File: src/rtl/bit_serial_addsub_pkg.sv
// Shared state encoding and width limits for the bit-serial adder/subtractor.
package bit_serial_addsub_pkg;

  typedef enum logic [1:0] {
    ST_IDLE  = 2'd0,
    ST_SHIFT = 2'd1,
    ST_DONE  = 2'd2
  } state_e;

  localparam int WIDTH_MIN = 2;
  localparam int WIDTH_MAX = 64;

endpackage

File: src/rtl/bit_serial_addsub_fa.sv
// One-bit full adder slice used as the serial datapath.
module single_bit_full_adder (
  input  logic a,
  input  logic b,
  input  logic cy_in,
  output logic sum,
  output logic cy_out
);

  assign sum    = a ^ b ^ cy_in;
  assign cy_out = (a & b) | (cy_in & (a ^ b));

endmodule

File: src/rtl/bit_serial_addsub.sv
// Bit-serial add/sub, LSB first, one bit per clock with start/busy/done handshake.
module bit_serial_addsub
  import bit_serial_addsub_pkg::*;
#(
  parameter int WIDTH = 8
) (
  input  logic             clk,
  input  logic             rst_n,
  input  logic             start,
  input  logic             sub,
  input  logic [WIDTH-1:0] a,
  input  logic [WIDTH-1:0] b,
  input  logic             cy_in,
  output logic             busy,
  output logic             done,
  output logic [WIDTH-1:0] sum,
  output logic             cy_out,
  output logic             ovf
);

  localparam int CNT_W = $clog2(WIDTH + 1);

  if (WIDTH < WIDTH_MIN || WIDTH > WIDTH_MAX) begin : g_bad_width
    $error("bit_serial_addsub: WIDTH out of range");
  end

  state_e           state;
  logic [WIDTH-1:0] sh_a, sh_b, sh_r;
  logic [CNT_W-1:0] cnt;
  logic             carry, sub_q;
  logic             fa_s, fa_co, last, cin_msb;
  logic [WIDTH-1:0] res_next;

  assign last     = (cnt == CNT_W'(WIDTH - 1));
  // On the final bit the registered carry is the carry into the MSB slice.
  assign cin_msb  = carry;
  assign res_next = {fa_s, sh_r[WIDTH-1:1]};

  single_bit_full_adder u_fa (
    .a      (sh_a[0]),
    .b      (sh_b[0]),
    .cy_in  (carry),
    .sum    (fa_s),
    .cy_out (fa_co)
  );

  always_ff @(posedge clk or negedge rst_n) begin
    if (!rst_n) begin
      state  <= ST_IDLE;
      busy   <= 1'b0;
      done   <= 1'b0;
      sum    <= '0;
      cy_out <= 1'b0;
      ovf    <= 1'b0;
      sh_a   <= '0;
      sh_b   <= '0;
      sh_r   <= '0;
      cnt    <= '0;
      carry  <= 1'b0;
      sub_q  <= 1'b0;
    end else begin
      done <= 1'b0;
      case (state)
        ST_IDLE, ST_DONE: begin
          if (start) begin
            // Subtract is a + ~b + ~borrow_in; borrow-out is the inverted carry.
            sh_a  <= a;
            sh_b  <= sub ? ~b : b;
            carry <= sub ? ~cy_in : cy_in;
            sub_q <= sub;
            cnt   <= '0;
            busy  <= 1'b1;
            state <= ST_SHIFT;
          end else begin
            state <= ST_IDLE;
          end
        end
        ST_SHIFT: begin
          sh_a  <= sh_a >> 1;
          sh_b  <= sh_b >> 1;
          sh_r  <= res_next;
          carry <= fa_co;
          cnt   <= cnt + CNT_W'(1);
          if (last) begin
            sum    <= res_next;
            cy_out <= sub_q ^ fa_co;
            ovf    <= cin_msb ^ fa_co;
            done   <= 1'b1;
            busy   <= 1'b0;
            state  <= ST_DONE;
          end
        end
        default: begin
          busy  <= 1'b0;
          state <= ST_IDLE;
        end
      endcase
    end
  end

endmodule
File: config.mk
export PLATFORM = sky130hd
export DESIGN_NAME = bit_serial_addsub
export DESIGN_NICKNAME = d
export VERILOG_FILES = /design/src/rtl/bit_serial_addsub_pkg.sv /design/src/rtl/bit_serial_addsub_fa.sv /design/src/rtl/bit_serial_addsub.sv
export SDC_FILE = /design/constraint.sdc
export NUM_CORES = 1
export LEC_CHECK = 0
export ABC_AREA = 1
export CORE_ASPECT_RATIO = 2
export CORE_MARGIN = 2
export CORE_UTILIZATION = 34
export CTS_BUF_LIST = sky130_fd_sc_hd__clkbuf_8
export CTS_CLUSTER_DIAMETER = 150
export DETAILED_ROUTE_END_ITERATION = 12
export GPL_TIMING_DRIVEN = 0
export PLACE_DENSITY = 0.61
export SLEW_MARGIN = 10
export SYNTH_ARGS = -nofsm -noshare
export SYNTH_HDL_FRONTEND = slang
export SYNTH_SLANG_ARGS = --single-unit
File: constraint.sdc
create_clock -name clk -period 1.1 [get_ports clk]
set_input_delay 0.165 -clock clk [delete_from_list [all_inputs] [get_ports clk]]
set_output_delay 0.165 -clock clk [all_outputs]
set_load 0.01 [all_outputs]
# Word level (Yosys, flattened, before mapping)

Index checks and enable logic that the tools add are counted.

Flip-flop bits (word level): 44
Word-level logic and storage cells: 52
Bits of input ports: 21
Output and inout bits: 12

$add $sub $neg: 1
Eq/ne operators: 5
Bitwise logic cells: 9
Mux-type cells: 18
Reduce and logical (&&, ||, !) cells: 7

Operators with widths:

| operator              | count |
|---|---|
| $pmux W8 S2           | 2 |
| $mux W8               | 3 |
| $not A8 Y8            | 1 |
| $pmux W4 S2           | 1 |
| $reduce_and A2 Y1     | 4 |
| $mux W1               | 7 |
| $add A4 B1 Y4 const B | 1 |
| $eq A4 B3 Y1 const B  | 1 |
| $mux W4               | 1 |
| $ne A2 B2 Y1 const B  | 2 |
| $pmux W1 S2           | 2 |
| $pmux W2 S2           | 1 |
| $xor A1 B1 Y1         | 4 |
| $and A1 B1 Y1         | 2 |
| $eq A2 B1 Y1 const B  | 1 |
| $eq A2 B2 Y1 const B  | 1 |
| $logic_not A2 Y1      | 1 |
| $mux W2               | 1 |
| $reduce_bool A2 Y1    | 1 |
| $reduce_or A2 Y1      | 1 |
| $not A1 Y1            | 1 |
| $or A1 B1 Y1          | 1 |

# Logic depth before layout (Yosys ltp)

Word-level depth: 4
Mapped depth: 7
Mapped depth without buffers: 6

# Modules after synthesis

Synthesis repeated with hierarchy kept, for this count alone.

Cells, all modules: 258
Area, all modules: 2,033.2 um2

By module, submodules not included:

| module                | instances | cells each | area an instance (um2) |
|---|---|---|---|
| bit_serial_addsub     | 1         | 257        | 2,013.2 |
| single_bit_full_adder | 1         | 1          | 20.0 |

# Least setup slack after synthesis

No wires, ideal clock.

Kind: flip-flop to flip-flop
Start: reg carry
End: reg ovf
Data arrival time: 1,141 ps
Clock period less this slack: 1,206 ps
Setup slack: -106 ps
Cell stages (with the launch flop): 7
Setup time: 65 ps
Buffers on the path: 0
Required time: 1,035 ps
Cells stage by stage: dfrtp_1 -> fa_1 -> inv_1 -> nand2_1 -> nand2_1 -> nand3_1 -> nand2_1

Word-level cells in the longest chain between the ends: 3

RTL lines:

| element                | line                       | text |
|---|---|---|
| start, declared        | bit_serial_addsub.sv:30    | `logic carry, sub_q;` |
| start signal, assigned | bit_serial_addsub.sv:69    | `carry <= sub ? ~cy_in : cy_in;` |
| start signal, assigned | bit_serial_addsub.sv:82    | `carry <= fa_co;` |
| $and A1 B1 Y1          | bit_serial_addsub_fa.sv:11 | `assign cy_out = (a & b) \| (cy_in & (a ^ b));` |
| $or A1 B1 Y1           | bit_serial_addsub_fa.sv:11 |  |
| $xor A1 B1 Y1 (*)      | bit_serial_addsub.sv:87    | `ovf <= cin_msb ^ fa_co;` |
| end signal, assigned   | bit_serial_addsub.sv:87    |  |
| end, declared          | bit_serial_addsub.sv:18    | `output logic ovf` |

Every way passes the cells marked *; elsewhere a longest branch is shown, timed or not.
A chain may end at the register's enable or synchronous reset.

# Final worst setup path

Start: reg sh_a[0]
End: reg sh_r[7]

Word-level cells in the longest chain between the ends: 2

RTL lines:

| element                     | line                       | text |
|---|---|---|
| start, declared             | bit_serial_addsub.sv:28    | `logic [WIDTH-1:0] sh_a, sh_b, sh_r;` |
| start signal, assigned      | bit_serial_addsub.sv:79    | `sh_a <= sh_a >> 1;` |
| $xor A1 B1 Y1 (2 in series) | bit_serial_addsub_fa.sv:10 | `assign sum = a ^ b ^ cy_in;` |
| named net fa_s              | bit_serial_addsub.sv:31    | `logic fa_s, fa_co, last, cin_msb;` |
| end signal, assigned        | bit_serial_addsub.sv:81    | `sh_r <= res_next;` |
| end, declared               | bit_serial_addsub.sv:28    |  |

The timed path passes the listed nets, and every way through them passes these cells.

==> run_results.csv <==
group,metric,value,unit
sta,skew,0.006161,ns
synth,synth_top_area_share,0.5335,
power,swShare,0.3984,
synth,ys_seq_area_frac,0.5335,
floorplanning,dieArea,0.006601,mm^2
sta,finalHoldViolCount,0,
power,ir_drop,2.066,mV
sta,timing.final.max_slew_violations,0,
placed_design,port_buffers,31,
layout,postLayoutCellArea,0.003214,mm^2
global_routing,grt_max_degree,24,
layout,finalNetCount,345,
placed_design,gp_congestion,0.8056,
global_routing,grt_pass1_wl,8.355,mm
outcome,violations,"setup timing",
clock_network,cts_tree,"done",
outcome,run_status,"finished with violations",
synth,synth_area_leaders,"dfrtp_1 53%, nand2_1 21%, nand3_1 8.2%, inv_1 3.7%, nor2_1 2.0%",
power,p_seq_frac,0.312,
power,p_int,5689,uW
power,power.net_switching,3768,uW
global_routing,grt_use_total,0.1663,
drt,ant_nets,0,
placed_design,hpwl,3.151,mm
critical_path,cp.buffers_inverters,0,
global_routing,grt-ovfl-total,0,
global_routing,first_global_vias,1873,
power,powerDensity,2942,mW/mm^2
critical_path,crit_path_end_kind,"flip-flop",
sta,setup_slack,-0.1059,ns
global_routing,antenna_found_initial,0,
critical_path,required,1.33,ns
layout,antennaDiodeCount,0,
floorplanning,die_w,58.46,um
drt,drt_wl_total,5.441,mm
layout,final_cell_count_no_fill,384,
critical_path,arrival,1.44,ns
layout,post-route-util,0.5630,
job,max_cap_violations,0,
power,power.share.combinational,0.552,
layout,n_fill_cell,495,
sta,setup-violations-final,32,
sta,rsz0062_at_grt,"true",
layout,layout_commonest_cell,"nand2_1",
critical_path,worstPathCellList,"fa_2, nand2_1, o21ai_1",
critical_path,startpoint_type,"flip-flop",
clock_network,clk_pin_slew_worst_paths,0.08,ns
critical_path,cp_slowest_cell,"fa_2",
power,clockPowerShare,0.136,
layout,area_growth,59.37,%
synth,synth_nets,278,
synth,netlist_instances,255,
drt,viasPerCell,4.810,
clock_network,clock_sinks,43,
synth,ys_ff_latch,43,
placed_design,dpl_worst_slack,-0.4304,ns
drt,drtIter0Drc,71,
power,p_leak,0.001644,uW
critical_path,cp_max_fo,2,
clock_network,insertion_delay,0.30,ns
synth,syn_area,0.002017,mm^2
critical_path,cpPeakStageDelay,0.57,ns
sta,post-route-min-period,1.206,ns
layout,drive_gt1_frac,0.4149,
drt,routedWlPerCell,14.17,um
synth,ys_warn_count,0,
drt,vias,1847,
sta,fmaxAchievable,0.8293,GHz
sta,fin_crit_sh,1.096,
floorplanning,initial_core_util,0.3533,
synth,synth.avg_cell_area,7.910,um^2
layout,final_cell_mix,"79 x nand2_1, 42 x dfrtp_1, 23 x nand2_2",
drt,first_pass_iters,5,
synth,ys_types,20,
floorplanning,io_pins,33,
floorplanning,die_h,112.9,um
clock_network,h-tree-depth,2,
worst_hold_path,hp-class,"in -> reg",
drt,drc_errors,0,
clock_network,cts-root-buf,"clkbuf_8",
placed_design,dp.cells,348,
critical_path,worstSetupPathType,"reg -> reg",
floorplanning,rows,39,
floorplanning,fp.coreArea,0.005709,mm^2
synth,synth_top_area_cell,"dfrtp_1",
sta,tightest_slew,0.5272,ns
clock_network,cts_buffers,5,
placed_design,placed_cell_area,0.002437,mm^2
sta,maxSlewHeadroom,0.6485,
critical_path,cp_top_family,"adder cells",
clock_network,clock_path_buffers,2,
==> per-layer routing <==
layer / share of wire / vias up / global-route usage
met5: 0 / - / 0
met4: 0.027 / 0 / 0.08062
met3: 0.030 / 13 / 0.03086
met2: 0.58 / 39 / 0.3131
met1: 0.36 / 877 / 0.1646
li1: - / 918 / -
==> tightest hold or removal path, cell delays in order <==
cell	delay, ns
clkbuf_2	0.14
inv_1	0.09
o21ai_1	0.06
==> stage by stage <==
stage | hold WS, ns | setup TNS [ns] | total power [uW]
6_report | 0.1916 | -1.665 | 9458
5_1_grt | 0.2237 | -3.481 | 10040
4_1_cts | 0.2091 | -1.498 | 8309
3_5_place_dp | 0.1687 | -9.612 | 5759
3_3_place_gp | 0.4524 | -64.29 | 5647
2_1_floorplan | -0.1306 | -0.5360 | 4683
==> cell type report <==
| class | instances | area, um^2 | area share |
|---|---|---|---|
| Multi-Input combinational cell | 178 | 1090 | 0.3390 |
| Sequential cell | 43 | 1077 | 0.3351 |
| Clock buffer | 6 | 82.58 | 0.02569 |
| Inverter | 22 | 92.59 | 0.02881 |
| Buffer | 11 | 131.4 | 0.04087 |
| Tap cell | 61 | 76.32 | 0.02374 |
| Clock inverter | 2 | 35.03 | 0.01090 |
| Timing Repair Buffer | 61 | 629.4 | 0.1958 |
==> cells in the mapped netlist, drive strengths merged <==
library cell	count
nor2	13
nand3	33
fa	1
inv	22
a21oi	2
nand4	1
clkbuf	1
dfrtp	43
ha	1
nand2	115
buf	11
xor2	1
o21ai	7
or2	4
==> timing repair <==
item                                   in CTS  in global routing
buffers inserted                           16                  5
pin swaps                                  16                 24
resized for setup                          84                 77
hold buffers                                1                  0
setup endpoints to repair                  52                 52
endpoints found under the hold margin      20                  0
gates cloned                                5                  2
==> final timing paths <==
path,startpoint,to,slack [ns],cells after the start
hold reg to reg,sum[1],sum[1],0.48,2
setup / recovery,sh_a[0],sh_r[7],-0.11,3
hold / removal,sub,sub_q,0.19,3
setup reg to reg,sh_a[0],sh_r[7],-0.11,3
min in group asynchronous,rst_n,sh_a[6],0.37,2
max in group asynchronous,rst_n,done,0.24,3
==> sequential cells by signal (all words and copies together) (netlist names), 2 cells and up <==
signal	count
cnt	4
sum	8
sh_r	7
sh_a	8
state	2
sh_b	8
==> power by group through the flow <==
stage                     Sequential, uW  Combinational, uW  Clock (uW)
after floorplan                     2810               1880           0
after global placement              2790               2860           0
after detailed placement            2810               2950           0
after CTS                           2820               4200        1300
after global routing                3040               5630        1370
final                               2950               5220        1280
==> cell families (layout without fill, tap and decap cells) <==
kind of cell / count (synthesis) / count (layout) / synth area share
and+or+nand+nor: 166 / 166 / 0.3431
DFF: 43 / 43 / 0.5335
buffers and inverters: 34 / 102 / 0.08064
AOI/OAI and AO/OA: 9 / 9 / 0.02233
adders and majority gates: 2 / 2 / 0.01613
xor gates and xnor gates: 1 / 1 / 0.004343
Power figures use the tool's default switching activity.
